## src/rtl/cv32e40px_wb_arbiter_if.sv

```systemverilog
// Write-back arbiter bus: EX / LSU / APU result sources in, two register
// file write ports plus APU FIFO status out.
//   slave  : seen by the arbiter (sources in, write ports out)
//   master : seen by whatever drives the sources and observes the ports
interface cv32e40px_wb_arbiter_if #(
  parameter int ADDR_WIDTH = 6,
  parameter int DATA_WIDTH = 32,
  parameter int APU_DEPTH  = 2
);
  localparam int PEND_W = $clog2(APU_DEPTH + 1);

  logic                  ex_valid_i;
  logic [ADDR_WIDTH-1:0] ex_waddr_i;
  logic [DATA_WIDTH-1:0] ex_wdata_i;
  logic                  lsu_valid_i;
  logic [ADDR_WIDTH-1:0] lsu_waddr_i;
  logic [DATA_WIDTH-1:0] lsu_wdata_i;
  logic                  apu_valid_i;
  logic                  apu_ready_o;
  logic [ADDR_WIDTH-1:0] apu_waddr_i;
  logic [DATA_WIDTH-1:0] apu_wdata_i;
  logic [ADDR_WIDTH-1:0] waddr_a_o;
  logic [DATA_WIDTH-1:0] wdata_a_o;
  logic                  we_a_o;
  logic [ADDR_WIDTH-1:0] waddr_b_o;
  logic [DATA_WIDTH-1:0] wdata_b_o;
  logic                  we_b_o;
  logic [PEND_W-1:0]     apu_pending_o;
  logic                  collision_o;

  modport slave (
    input  ex_valid_i, ex_waddr_i, ex_wdata_i,
    input  lsu_valid_i, lsu_waddr_i, lsu_wdata_i,
    input  apu_valid_i, apu_waddr_i, apu_wdata_i,
    output apu_ready_o,
    output waddr_a_o, wdata_a_o, we_a_o,
    output waddr_b_o, wdata_b_o, we_b_o,
    output apu_pending_o, collision_o
  );

  modport master (
    output ex_valid_i, ex_waddr_i, ex_wdata_i,
    output lsu_valid_i, lsu_waddr_i, lsu_wdata_i,
    output apu_valid_i, apu_waddr_i, apu_wdata_i,
    input  apu_ready_o,
    input  waddr_a_o, wdata_a_o, we_a_o,
    input  waddr_b_o, wdata_b_o, we_b_o,
    input  apu_pending_o, collision_o
  );
endinterface

```

## src/rtl/cv32e40px_wb_arbiter.sv

```systemverilog
// Write-back arbiter feeding register file ports A (W1) and B (W2).
//   EX results  -> port A, LSU results -> port B, one registered cycle.
//   APU results -> APU_DEPTH-entry FIFO, drained into idle ports.
// Ports: clk, rst_n (synchronous, active low), bus (slave modport):
//   ex_*/lsu_* direct sources (always accepted), apu_* valid/ready source,
//   waddr/wdata/we_{a,b}_o write ports, apu_pending_o FIFO occupancy,
//   collision_o pulse when a drained APU entry loses to a direct write.
module cv32e40px_wb_arbiter #(
  parameter int ADDR_WIDTH = 6,
  parameter int DATA_WIDTH = 32,
  parameter int APU_DEPTH  = 2
) (
  input logic                   clk,
  input logic                   rst_n,
  cv32e40px_wb_arbiter_if.slave bus
);
  localparam int CNT_W = $clog2(APU_DEPTH + 1);
  localparam int PTR_W = (APU_DEPTH > 1) ? $clog2(APU_DEPTH) : 1;

  typedef struct packed {
    logic [ADDR_WIDTH-1:0] addr;
    logic [DATA_WIDTH-1:0] data;
  } apu_entry_t;

  apu_entry_t            fifo_q [APU_DEPTH];
  logic [PTR_W-1:0]      head_q, tail_q, head_p1;
  logic [CNT_W-1:0]      count_q;

  logic                  ready, push;
  logic                  ex_wr, lsu_wr;
  logic                  cand_a, cand_b, coll_a, coll_b, apu_wr_a, apu_wr_b;
  apu_entry_t            ent_a, ent_b;
  logic [1:0]            pops;

  logic [ADDR_WIDTH-1:0] waddr_a_q, waddr_b_q;
  logic [DATA_WIDTH-1:0] wdata_a_q, wdata_b_q;
  logic                  we_a_q, we_b_q, coll_q;

  // Modulo increment so non power-of-two depths wrap correctly.
  function automatic logic [PTR_W-1:0] ptr_inc(input logic [PTR_W-1:0] p);
    return (p == PTR_W'(APU_DEPTH - 1)) ? '0 : p + PTR_W'(1);
  endfunction

  // A drained entry collides with a nonzero direct write to the same register.
  function automatic logic direct_hit(input logic [ADDR_WIDTH-1:0] a);
    return (ex_wr && (a == bus.ex_waddr_i)) || (lsu_wr && (a == bus.lsu_waddr_i));
  endfunction

  // Ready depends on the registered count only, never on apu_valid_i.
  assign ready = (count_q < CNT_W'(APU_DEPTH));
  assign push  = bus.apu_valid_i && ready;

  always_comb begin
    head_p1 = ptr_inc(head_q);
    ex_wr   = bus.ex_valid_i  && (bus.ex_waddr_i  != '0);
    lsu_wr  = bus.lsu_valid_i && (bus.lsu_waddr_i != '0);
    // Head always goes to A when A is idle; B takes head+1 if A also drains,
    // otherwise the head itself.
    cand_a  = !bus.ex_valid_i && (count_q != '0);
    cand_b  = !bus.lsu_valid_i &&
              (bus.ex_valid_i ? (count_q != '0) : (count_q > CNT_W'(1)));
    ent_a   = fifo_q[head_q];
    ent_b   = bus.ex_valid_i ? fifo_q[head_q] : fifo_q[head_p1];
    coll_a  = cand_a && direct_hit(ent_a.addr);
    coll_b  = cand_b && direct_hit(ent_b.addr);
    // x0 entries and collided entries are popped without a write.
    apu_wr_a = cand_a && (ent_a.addr != '0) && !coll_a;
    apu_wr_b = cand_b && (ent_b.addr != '0) && !coll_b;
    pops     = {1'b0, cand_a} + {1'b0, cand_b};
  end

  always_ff @(posedge clk) begin
    if (!rst_n) begin
      head_q    <= '0;
      tail_q    <= '0;
      count_q   <= '0;
      we_a_q    <= 1'b0;
      we_b_q    <= 1'b0;
      waddr_a_q <= '0;
      waddr_b_q <= '0;
      wdata_a_q <= '0;
      wdata_b_q <= '0;
      coll_q    <= 1'b0;
    end else begin
      if (push) tail_q <= ptr_inc(tail_q);
      case (pops)
        2'd1:    head_q <= head_p1;
        2'd2:    head_q <= ptr_inc(head_p1);
        default: head_q <= head_q;
      endcase
      count_q <= count_q + CNT_W'(push) - CNT_W'(pops);

      we_a_q <= ex_wr || apu_wr_a;
      if (ex_wr) begin
        waddr_a_q <= bus.ex_waddr_i;
        wdata_a_q <= bus.ex_wdata_i;
      end else if (apu_wr_a) begin
        waddr_a_q <= ent_a.addr;
        wdata_a_q <= ent_a.data;
      end

      we_b_q <= lsu_wr || apu_wr_b;
      if (lsu_wr) begin
        waddr_b_q <= bus.lsu_waddr_i;
        wdata_b_q <= bus.lsu_wdata_i;
      end else if (apu_wr_b) begin
        waddr_b_q <= ent_b.addr;
        wdata_b_q <= ent_b.data;
      end

      coll_q <= coll_a || coll_b;
    end
  end

  // Payload storage needs no reset: occupancy alone decides what is live.
  always_ff @(posedge clk) begin
    if (push) fifo_q[tail_q] <= '{addr: bus.apu_waddr_i, data: bus.apu_wdata_i};
  end

  assign bus.apu_ready_o   = ready;
  assign bus.apu_pending_o = count_q;
  assign bus.waddr_a_o     = waddr_a_q;
  assign bus.wdata_a_o     = wdata_a_q;
  assign bus.we_a_o        = we_a_q;
  assign bus.waddr_b_o     = waddr_b_q;
  assign bus.wdata_b_o     = wdata_b_q;
  assign bus.we_b_o        = we_b_q;
  assign bus.collision_o   = coll_q;

  a_count_bound: assert property (@(posedge clk) disable iff (!rst_n)
    count_q <= CNT_W'(APU_DEPTH));
  a_no_push_full: assert property (@(posedge clk) disable iff (!rst_n)
    push |-> ready);
endmodule

```

## src/flat_wrapper.sv

```systemverilog
// flat-port wrapper written by rule: the top's interface ports become plain ports
module cv32e40px_wb_arbiter_flat 
#(
  parameter int ADDR_WIDTH = 6,
  parameter int DATA_WIDTH = 32,
  parameter int APU_DEPTH  = 2
)
  (clk, rst_n, bus_ex_valid_i, bus_ex_waddr_i, bus_ex_wdata_i, bus_lsu_valid_i, bus_lsu_waddr_i, bus_lsu_wdata_i, bus_apu_valid_i, bus_apu_waddr_i, bus_apu_wdata_i, bus_apu_ready_o, bus_waddr_a_o, bus_wdata_a_o, bus_we_a_o, bus_waddr_b_o, bus_wdata_b_o, bus_we_b_o, bus_apu_pending_o, bus_collision_o);
  cv32e40px_wb_arbiter_if #(.ADDR_WIDTH(ADDR_WIDTH), .DATA_WIDTH(DATA_WIDTH), .APU_DEPTH(APU_DEPTH)) bus_i ();
  input logic clk;
  input logic rst_n;
  input wire logic [$bits(bus_i.ex_valid_i)-1:0] bus_ex_valid_i;
  input wire logic [$bits(bus_i.ex_waddr_i)-1:0] bus_ex_waddr_i;
  input wire logic [$bits(bus_i.ex_wdata_i)-1:0] bus_ex_wdata_i;
  input wire logic [$bits(bus_i.lsu_valid_i)-1:0] bus_lsu_valid_i;
  input wire logic [$bits(bus_i.lsu_waddr_i)-1:0] bus_lsu_waddr_i;
  input wire logic [$bits(bus_i.lsu_wdata_i)-1:0] bus_lsu_wdata_i;
  input wire logic [$bits(bus_i.apu_valid_i)-1:0] bus_apu_valid_i;
  input wire logic [$bits(bus_i.apu_waddr_i)-1:0] bus_apu_waddr_i;
  input wire logic [$bits(bus_i.apu_wdata_i)-1:0] bus_apu_wdata_i;
  output wire logic [$bits(bus_i.apu_ready_o)-1:0] bus_apu_ready_o;
  output wire logic [$bits(bus_i.waddr_a_o)-1:0] bus_waddr_a_o;
  output wire logic [$bits(bus_i.wdata_a_o)-1:0] bus_wdata_a_o;
  output wire logic [$bits(bus_i.we_a_o)-1:0] bus_we_a_o;
  output wire logic [$bits(bus_i.waddr_b_o)-1:0] bus_waddr_b_o;
  output wire logic [$bits(bus_i.wdata_b_o)-1:0] bus_wdata_b_o;
  output wire logic [$bits(bus_i.we_b_o)-1:0] bus_we_b_o;
  output wire logic [$bits(bus_i.apu_pending_o)-1:0] bus_apu_pending_o;
  output wire logic [$bits(bus_i.collision_o)-1:0] bus_collision_o;
  assign bus_i.ex_valid_i = bus_ex_valid_i;
  assign bus_i.ex_waddr_i = bus_ex_waddr_i;
  assign bus_i.ex_wdata_i = bus_ex_wdata_i;
  assign bus_i.lsu_valid_i = bus_lsu_valid_i;
  assign bus_i.lsu_waddr_i = bus_lsu_waddr_i;
  assign bus_i.lsu_wdata_i = bus_lsu_wdata_i;
  assign bus_i.apu_valid_i = bus_apu_valid_i;
  assign bus_i.apu_waddr_i = bus_apu_waddr_i;
  assign bus_i.apu_wdata_i = bus_apu_wdata_i;
  assign bus_apu_ready_o = bus_i.apu_ready_o;
  assign bus_waddr_a_o = bus_i.waddr_a_o;
  assign bus_wdata_a_o = bus_i.wdata_a_o;
  assign bus_we_a_o = bus_i.we_a_o;
  assign bus_waddr_b_o = bus_i.waddr_b_o;
  assign bus_wdata_b_o = bus_i.wdata_b_o;
  assign bus_we_b_o = bus_i.we_b_o;
  assign bus_apu_pending_o = bus_i.apu_pending_o;
  assign bus_collision_o = bus_i.collision_o;
  cv32e40px_wb_arbiter #(.ADDR_WIDTH(ADDR_WIDTH), .DATA_WIDTH(DATA_WIDTH), .APU_DEPTH(APU_DEPTH)) u_core (.clk(clk), .rst_n(rst_n), .bus(bus_i));
endmodule
```

## config.mk

```make
export PLATFORM = sky130hd
export DESIGN_NAME = cv32e40px_wb_arbiter_flat
export DESIGN_NICKNAME = d
export VERILOG_FILES = /design/src/rtl/cv32e40px_wb_arbiter_if.sv /design/src/rtl/cv32e40px_wb_arbiter.sv /design/src/flat_wrapper.sv
export SDC_FILE = /design/constraint.sdc
export NUM_CORES = 1
export LEC_CHECK = 0
export ABC_CLOCK_PERIOD_IN_PS = 3350
export BUFFER_PORTS_ARGS = -buffer_cell sky130_fd_sc_hd__buf_2
export CORE_MARGIN = 2
export CORE_UTILIZATION = 50
export DETAILED_ROUTE_END_ITERATION = 7
export PLACE_DENSITY = 0.83
export SLEW_MARGIN = 10
export SYNTH_ARGS = -nofsm -noshare
export SYNTH_HDL_FRONTEND = slang
export SYNTH_SLANG_ARGS = --single-unit
```

## constraint.sdc

```tcl
create_clock -name clk -period 3.35 [get_ports clk]
set_input_delay 0.67 -clock clk [delete_from_list [all_inputs] [get_ports clk]]
set_output_delay 0.67 -clock clk [all_outputs]
set_load 0.02 [all_outputs]
```

Word level (Yosys, flattened, before mapping)
Memories as Yosys holds them, arrays and structs flattened. A register that Yosys moved wholly into a read port is not among the register bits.
Index checks and enable logic that the tools add are counted.
Cells by class
  add/subtract/negate cells: 6
  order comparisons: 2
  equal/unequal tests: 6
  multiplexer cells: 18
  reduce and logical (&&, ||, !) cells: 32
Operator list (number)
  $mux W32: 4
  $mux W38: 1
  $eq A6 B6 Y1: 4
  $mux W6: 4
  $reduce_bool A6 Y1: 4
  $logic_and A1 B1 Y1: 15
  $mux W1: 8
  $reduce_bool A2 Y1: 4
  $logic_or A1 B1 Y1: 5
  $logic_not A1 Y1: 4
  $add A1 B1 Y1 const B: 3
  $add A1 B1 Y2: 1
  $add A2 B1 Y2: 1
  $eq A2 B1 Y1 const B: 1
  $eq A2 B2 Y1 const B: 1
  $gt A2 B1 Y1 const B: 1
  $lt A2 B2 Y1 const B: 1
  $pmux W1 S2: 1
  $sub A2 B2 Y2: 1
Word-level totals
  bits in registers: 83
  memory bits (writable): 76
  input bits: 119
  output and inout bits: 82
  word-level logic and storage cells: 75
  memories kept: 1
Memory list
  u_core.fifo_q: words 2, bits a word 38, read ports 2, clocked after memory_dff 1, write ports 1, RTL line cv32e40px_wb_arbiter.sv:25  | apu_entry_t fifo_q [APU_DEPTH];

Depth between registers and ports, before layout
Gate-level depths: netlist of the first run.
An unclocked memory read counts as a cell.
  word-level depth: 12
  mapped depth: 10
  depth with buffers taken out: 9

Least setup slack after synthesis of the first run
OpenSTA, ideal clock, no wires.
  path kind: input-to-reg
  start point: input port bus_apu_valid_i
  end point: memory u_core.fifo_q[0][0] in the netlist's numbering, enable pin
  data arrival time: 2655 ps
  required time: 2911 ps
  path slack: 256 ps
  stages on the path: 2
  buffers on the path: 0
  path through: nor2b_1 > nor2b_1
On the way
  cells in the longest elaborated chain, start to end: 3
RTL lines
  from (decl): RTL line flat_wrapper.sv:18  | input wire logic [$bits(bus_i.apu_valid_i)-1:0] bus_apu_valid_i;
  $logic_and A1 B1 Y1: RTL line cv32e40px_wb_arbiter.sv:51  | assign push = bus.apu_valid_i && ready;
  $mux W1: RTL line cv32e40px_wb_arbiter.sv:117  | if (push) fifo_q[tail_q] <= '{addr: bus.apu_waddr_i, data: bus.apu_wdata_i};
  $mux W1 (not written as such): RTL line cv32e40px_wb_arbiter.sv:117
  to (decl): RTL line cv32e40px_wb_arbiter.sv:25
Every way passes these cells.

==> metrics.md, run 1 <==
| Metric | Value |
|---|---|
| DRT Pass-1 Iters | `5` |
| Setup TNS | `0 ns` |
| Pre-CTS setup slack | `0.530 ns` |
| Post-DP HPWL | `12100 µm` |
| Arr. time, crit path | `3.00 ns` |
| Routed Antenna Nets | `0` |
| Hold Path Class | `primary input to register` |
| Clock buffer depth | `2` |
| Boundary Pins | `201` |
| Final Hold Fails | `0` |
| Area growth, synth to finish | `24.7%` |
| Hold Buf Count CTS | `0` |
| Relative slew slack | `62.2%` |
| Synthesized instance count | `637` |
| CP endpoint | `u_core.bus.wdata_a_o[15]` |
| Detailed Route WL | `between 15000 and 20000 µm` |
| Port Buffers | `200` |
| Number of distinct library cells after synthesis | `43` |
| Kind of critical path | `register to register` |
| Global Route met1 Usage | `28.8%` |
| Fill count | `1112` |
| Routed WL per cell | `~18 µm` |
| Fin crit share | `just over 80%` |
| Ys flop type | `dfxtp_1` |
| Placed Cells | `982` |
| Worst-Margin Slew | `around 0.57 ns` |
| Pleak | `3.74 nW` |
| CTS clk-pin slew, worst paths | `0.07 ns` |
| Vias in the first global route | `around 5700` |
| Layout cell share with drive strength beyond 1 | `37.2%` |
| Max frequency | `366 MHz` |
| EDFF count, synth | `76` |
| Power Dens Cells | `691 mW/mm²` |
| Met2 usage | `40.9%` |
| Largest net degree at the start of global routing | `59` |
| Core Util, Final | `64.5%` |
| Final Slew Violations | `0` |
| Post-CTS Setup Bufs | `0` |
| R2R setup slack | `~0.62 ns` |
| Total number of vias | `5669` |
| Mapped cell area | `roughly 0.0072 mm²` |
| Mapped Nets | `760` |
| Root buffer cell | `clkbuf_16` |
| H-tree depth | `4` |
| CP Capture Type | `register` |
| Most crowded layer after global routing | `met2` |
| Antenna violations before repair | `1` |
| Nets | `about 940` |
| Post-DP Area | `around 0.0084 mm²` |
| Overall power | `between 6 and 7 mW` |
| Non-Filler Instances | `1014` |
| Starting DRT DRC Count | `413` |
| Status | `finished clean` |
| Finished Cell Area | `0.00902 mm²` |
| GPL Wtd Cong | `0.905` |
| DRC viols | `0` |
| RSZ-0062 raised after global routing | `no` |
| Post-Syn Area per Cell | `11.3 µm²` |
| Core ar. | `between 0.01 and 0.015 mm²` |
| GRT met3 Usage | `under 10%` |
| Ant. Diodes | `0` |
| Total GRT Usage | `23.8%` |
| Startpoint Class | `register` |
| Worst skew pair latency | `roughly 0.43 ns` |
| Top cell type's share of synthesized area | `31.6%` |
| Max-cap violations | `0` |
| Clk sink count | `160` |
| Initial Util | `51.7%` |
| Final setup vio count | `0` |
| Synth warn | `0` |
| FF-to-FF path depth | `8` |
| Congestion Overflow GR | `0` |
| Synth async-reset ratio | `0%` |
| Final hold slack | `roughly 0.43 ns` |
| Worst EP required | `3.62 ns` |
| Row cnt | `43` |
| First-pass GRT wire length | `29100 µm` |
| Clock Skew | `0.0123 ns` |
| CTS tree | `yes` |
| Synth area leaders | `edfxtp_1, dfxtp_1, mux2i_1` |
| Crit path time final | `~2.7 ns` |
| Worst ir drop on vdd | `584 µV` |
| Seq cells post-synth | `between 150 and 200` |
| Dominant cell type by area after synthesis | `edfxtp_1` |
| Fin worst setup slack | `0.620 ns` |
| Die area | `between 0.015 and 0.02 mm²` |
| Die height | `between 100 and 150 µm` |
| Die W | `124 µm` |
| Sequential-to-total area share from yosys stat | `54.8%` |
| Total clock buffers created by CTS | `17` |
| Post-CTS resize count | `0` |
| Crit Path Max Fanout | `37` |
| Vias per cell | `5.59` |
| RR Endpoint | `u_core.bus.wdata_a_o[15]` |
-- power breakdown --
group,internal [mW],switching [mW]
clock,1.24,0.773
sequential,2.32,0.146
combinational,0.755,0.990
total,4.32,1.91
-- cell type report --
| class | count | area (µm²) | area share, % |
|---|---|---|---|
| inverters | 5 | 18.8 | 0.208 |
| multi-input cells | 422 | 3020 | 33.5 |
| clock buffers | 24 | 556 | 6.16 |
| repair buffers | 215 | 1150 | 12.8 |
| clock inverters | 8 | 82.6 | 0.916 |
| well taps | 180 | 225 | 2.50 |
| flip-flops and latches | 160 | 3970 | 44.0 |
-- cells by family after synthesis --
family,count (synthesis),synth area share [%]
flip-flops,160,54.8
XOR/XNOR,15,1.82
AO/OA/AOI/OAI,172,14.7
adder cells (fa/ha/maj),4,0.692
multiplexers,109,16.2
buffers and inverters,55,4.14
AND/OR/NAND/NOR,122,7.63
-- per-layer routing --
layer,wire length [µm],up-vias,part of all wire [%]
met4,293,2,1.6
met1,7530,2694,42
li1,-,2704,-
met2,9050,240,50
met5,11,-,0.061
met3,1210,29,6.7
-- cell usage after synthesis (2+ instances only) --
| master | instances |
|---|---|
| dfxtp_1 | 84 |
| nand2_1 | 78 |
| edfxtp_1 | 76 |
| mux2i_1 | 71 |
| a21oi_1 | 42 |
| o21ai_1 | 42 |
| mux2_2 | 33 |
| o21ai_0 | 33 |
| clkbuf_1 | 30 |
| a31o_1 | 23 |
| xnor2_1 | 14 |
| a31o_2 | 13 |
| buf_6 | 10 |
| buf_2 | 8 |
| nor3_1 | 8 |
| nand3_1 | 7 |
| nor2_1 | 7 |
| and2_1 | 6 |
| inv_1 | 5 |
| nor2b_1 | 5 |
| a211oi_1 | 4 |
| ha_1 | 4 |
| a21o_1 | 3 |
| mux2i_2 | 3 |
| o21bai_1 | 3 |
| a21boi_0 | 2 |
| buf_4 | 2 |
| mux2i_4 | 2 |
| nor4_2 | 2 |
| o21a_1 | 2 |
| o31a_1 | 2 |
| or4_1 | 2 |
-- registers in the layout, indices dropped and copies added, names as in the netlist, named ones only --
name / count
u_core.fifo_q: 76
u_core.bus.wdata_a_o: 32
u_core.bus.wdata_b_o: 32
u_core.bus.waddr_a_o: 6
u_core.bus.waddr_b_o: 6
u_core.bus.apu_pending_o: 2
u_core.bus.collision_o: 1
u_core.bus.we_a_o: 1
u_core.bus.we_b_o: 1
u_core.head_q: 1
u_core.tail_q: 1
-- worst min-delay path by stage --
stage	startpoint	end	cells after the start
global placement	u_core.bus.waddr_b_o[2]	u_core.bus.waddr_b_o[2]	2
floorplan	u_core.head_q	register	2
CTS	bus_apu_wdata_i[23]	u_core.fifo_q[0][23]	1
finish	bus_apu_wdata_i[23]	u_core.fifo_q[1][23]	1
global route	bus_apu_wdata_i[24]	u_core.fifo_q[1][24]	1
detailed placement	u_core.bus.waddr_b_o[2]	u_core.bus.waddr_b_o[2]	2
-- worst max-delay path, stage by stage (launching register included) --
cell     delay (ns)
dfxtp_2        0.48
buf_4          0.35
mux2i_2        0.39
xnor2_1        0.17
nor3_1         0.12
a21oi_4        0.32
buf_12         0.32
mux2i_1        0.25
o21ai_0        0.14
-- placed cells by master, fill, tap and decap left out, drive strengths merged --
master and count:
buf 215, dfxtp 84, nand2 78, edfxtp 76, mux2i 76, o21ai 75
a21oi 42, a31o 36, mux2 33, clkbuf 24, xnor2 14, inv 9
nor3 8, nor2 7, nand3 7, and2 6, nor2b 5, a211oi 4
ha 4, o21bai 3, a21o 3, or4 3, nor4 3, clkinv 3
a21boi 2, o31a 2, o21a 2, or2 1, or3 1, nand2b 1
o31ai 1, nand4 1, and3 1, a22oi 1, a31oi 1, xor2 1
bufinv 1
Note: power is estimated with default switching activity, not from simulation.
==> run 2: changes to the inputs <==
--- a/config.mk
+++ b/config.mk
@@ -5,7 +5,7 @@
 export SDC_FILE = /design/constraint.sdc
 export NUM_CORES = 1
 export LEC_CHECK = 0
-export ABC_CLOCK_PERIOD_IN_PS = 3350
+export ABC_CLOCK_PERIOD_IN_PS = 2600
 export BUFFER_PORTS_ARGS = -buffer_cell sky130_fd_sc_hd__buf_2
 export CORE_MARGIN = 2
 export CORE_UTILIZATION = 50
==> constraint.sdc (replaced) <==
create_clock -name clk -period 2.6 [get_ports clk]
set_input_delay 0.52 -clock clk [delete_from_list [all_inputs] [get_ports clk]]
set_output_delay 0.52 -clock clk [all_outputs]
set_load 0.02 [all_outputs]
==> metrics.md, run 2 (synthesis gave the netlist of run 1 again) <==
| Metric | Value |
|---|---|
| Status | `finished clean (unchanged)` |
| Max reg flops | `76 (unchanged)` |
| Arr. time, crit path | `2.73 ns (was 3.00 ns)` |
| Pre-CTS setup slack | `0.161 ns (was 0.530 ns)` |
| Die height | `124 µm (unchanged)` |
| Worst ir drop on vdd | `490 µV (was 584 µV)` |
| Area growth, synth to finish | `24.6% (was 24.7%)` |
| Worst-Margin Slew | `0.495 ns (was 0.567 ns)` |
| Top reg by flops | `u_core.fifo_q (unchanged)` |
| CP Capture Type | `register (unchanged)` |
| H-tree depth | `4 (unchanged)` |
| Overall power | `7.86 mW (was 6.23 mW)` |
| Final Hold Fails | `0 (unchanged)` |
| Post-DP HPWL | `12600 µm (was 12100 µm)` |
| Boundary Pins | `201 (unchanged)` |
| Die W | `124 µm (unchanged)` |
| CTS clk-pin slew, worst paths | `0.07 ns (about the same)` |
| Register area | `0.00397 mm² (unchanged)` |
| Clock Skew | `0.00836 ns (was 0.0123 ns)` |
| Clk sink count | `160 (unchanged)` |
| Fin crit share | `91.2% (was 81.5%)` |
| DRT Pass-1 Iters | `5 (unchanged)` |
| Routed Antenna Nets | `0 (unchanged)` |
| Crit-path cells | `mux2i_4 > xnor2_1 > nor4_2 > a31oi_4 > buf_12 > a21oi_1 > mux2i_1 (was buf_4 > mux2i_2 > xnor2_1 > nor3_1 > a21oi_4 > buf_12 > mux2i_1 > o21ai_0)` |
| Worst skew pair latency | `0.43 ns (about the same)` |
| Vias in the first global route | `5792 (was 5742)` |
| Largest net degree at the start of global routing | `50 (was 59)` |
| Root buffer cell | `clkbuf_16 (unchanged)` |
| Kind of critical path | `register to register (unchanged)` |
| Nets | `951 (was 944)` |
| First-pass GRT wire length | `29200 µm (was 29100 µm)` |
| Total clock buffers created by CTS | `17 (unchanged)` |
| CTS tree | `yes (unchanged)` |
| Fill count | `1090 (was 1112)` |
| Congestion Overflow GR | `0 (unchanged)` |
| Layout cell share with drive strength beyond 1 | `37.7% (was 37.2%)` |
| Core Util, Final | `64.4% (was 64.5%)` |
| Relative slew slack | `66.7% (was 62.2%)` |
| Max frequency | `422 MHz (was 366 MHz)` |
| Vias per cell | `5.60 (was 5.59)` |
| Die area | `0.0154 mm² (unchanged)` |
| Starting DRT DRC Count | `399 (was 413)` |
| Most frequent cells in the layout | `buf_2, dfxtp_1, nand2_1 (unchanged)` |
| Hold Buf Count CTS | `0 (unchanged)` |
| Pleak | `3.74 nW (about the same)` |
| Crit path time final | `2.37 ns (was 2.73 ns)` |
| Core ar. | `0.0140 mm² (unchanged)` |
| Final setup vio count | `0 (unchanged)` |
| Crit Path Max Fanout | `25 (was 37)` |
| RSZ-0062 raised after global routing | `no (unchanged)` |
| Setup TNS | `0 ns (unchanged)` |
| DRC viols | `0 (unchanged)` |
| Worst EP required | `2.96 ns (was 3.62 ns)` |
| Startpoint Class | `register (unchanged)` |
| Max stage delay cell, worst path | `dfxtp_2 (unchanged)` |
| Initial Util | `51.7% (unchanged)` |
| Total GRT Usage | `23.8% (about the same)` |
| Routed WL per cell | `18.1 µm (was 17.8 µm)` |
| Row cnt | `43 (unchanged)` |
| Hold Path Class | `primary input to register (unchanged)` |
| Max-cap violations | `0 (unchanged)` |
| Antenna violations before repair | `1 (unchanged)` |
| Clock buffer depth | `2 (unchanged)` |
| GPL Wtd Cong | `0.864 (was 0.905)` |
| Final Slew Violations | `0 (unchanged)` |
| Power Dens Cells | `872 mW/mm² (was 691 mW/mm²)` |
| Port Buffers | `200 (unchanged)` |
| Fin worst setup slack | `0.229 ns (was 0.620 ns)` |
| Post-CTS Setup Bufs | `0 (unchanged)` |
| Commonest non-fill, non-tap cell in the layout | `buf_2 (unchanged)` |
| Total number of vias | `5728 (was 5669)` |
| Detailed Route WL | `18500 µm (was 18100 µm)` |
| Multi-input logic area | `0.00302 mm² (unchanged)` |
| Slowest stage delay, CP | `0.54 ns (was 0.48 ns)` |
| Post-CTS resize count | `0 (unchanged)` |
## run 2: cell types whose count changed in the layout (fill, tap and decap cells not counted), moves of 2 or more
cell,previous run,this run
buf_4,12,18
clkbuf_16,20,18
clkbuf_8,4,1
inv_4,2,5
## run 2: per-layer routing
layer / vias to the layer above / GRT usage [%] / routed length [µm]
met3: 45 / 5.81 / 1170
met4: 0 / 11.2 / 624
met1: 2745 / 28.2 / 7450
met5: - / 0 / 0
met2: 232 / 40.6 / 9250
li1: 2706 / - / -
## run 2: path summary, 6_finish.rpt
kind	from	to	slack [ns]	cells past startpoint
min	bus_apu_wdata_i[6]	u_core.fifo_q[0][6]	0.27	1
max reg2reg	register	u_core.bus.waddr_b_o[2]	0.23	7
min reg2reg	u_core.bus.waddr_b_o[2]	u_core.bus.waddr_b_o[2]	0.47	2
max	register	u_core.bus.waddr_b_o[2]	0.23	7
## run 2: cell type report
type | count | share of cell area, %
diodes | 1 | 0.0278
flip-flops and latches | 160 | 44.0
clock inverters | 13 | 1.07
inverters | 5 | 0.208
repair buffers | 222 | 13.5
well taps | 180 | 2.50
clock buffers | 19 | 5.15
multi-input cells | 422 | 33.5
## run 2: worst max-delay path, delay by kind of cell, from the launching register on
family,cells,cell delay [ns]
XOR/XNOR,1,0.11
multiplexers,2,0.60
AND/OR/NAND/NOR,1,0.41
AO/OA/AOI/OAI,2,0.42
flip-flops,1,0.54
buffers and inverters,1,0.20
## run 2: per-stage QoR
stage,cells,cell area (µm²),hold slack [ns]
3_5_place_dp,989,8440,0.474
4_1_cts,1021,9000,0.260
2_1_floorplan,637,7230,0.492
3_3_place_gp,989,8440,0.450
5_1_grt,1021,9000,0.259
6_report,1022,9010,0.275
## run 2: report_power, final
group	internal, mW	switching (mW)	total [mW]
Clock	1.32	1.05	2.37
Combinational	1.02	1.28	2.30
Sequential	2.99	0.199	3.19
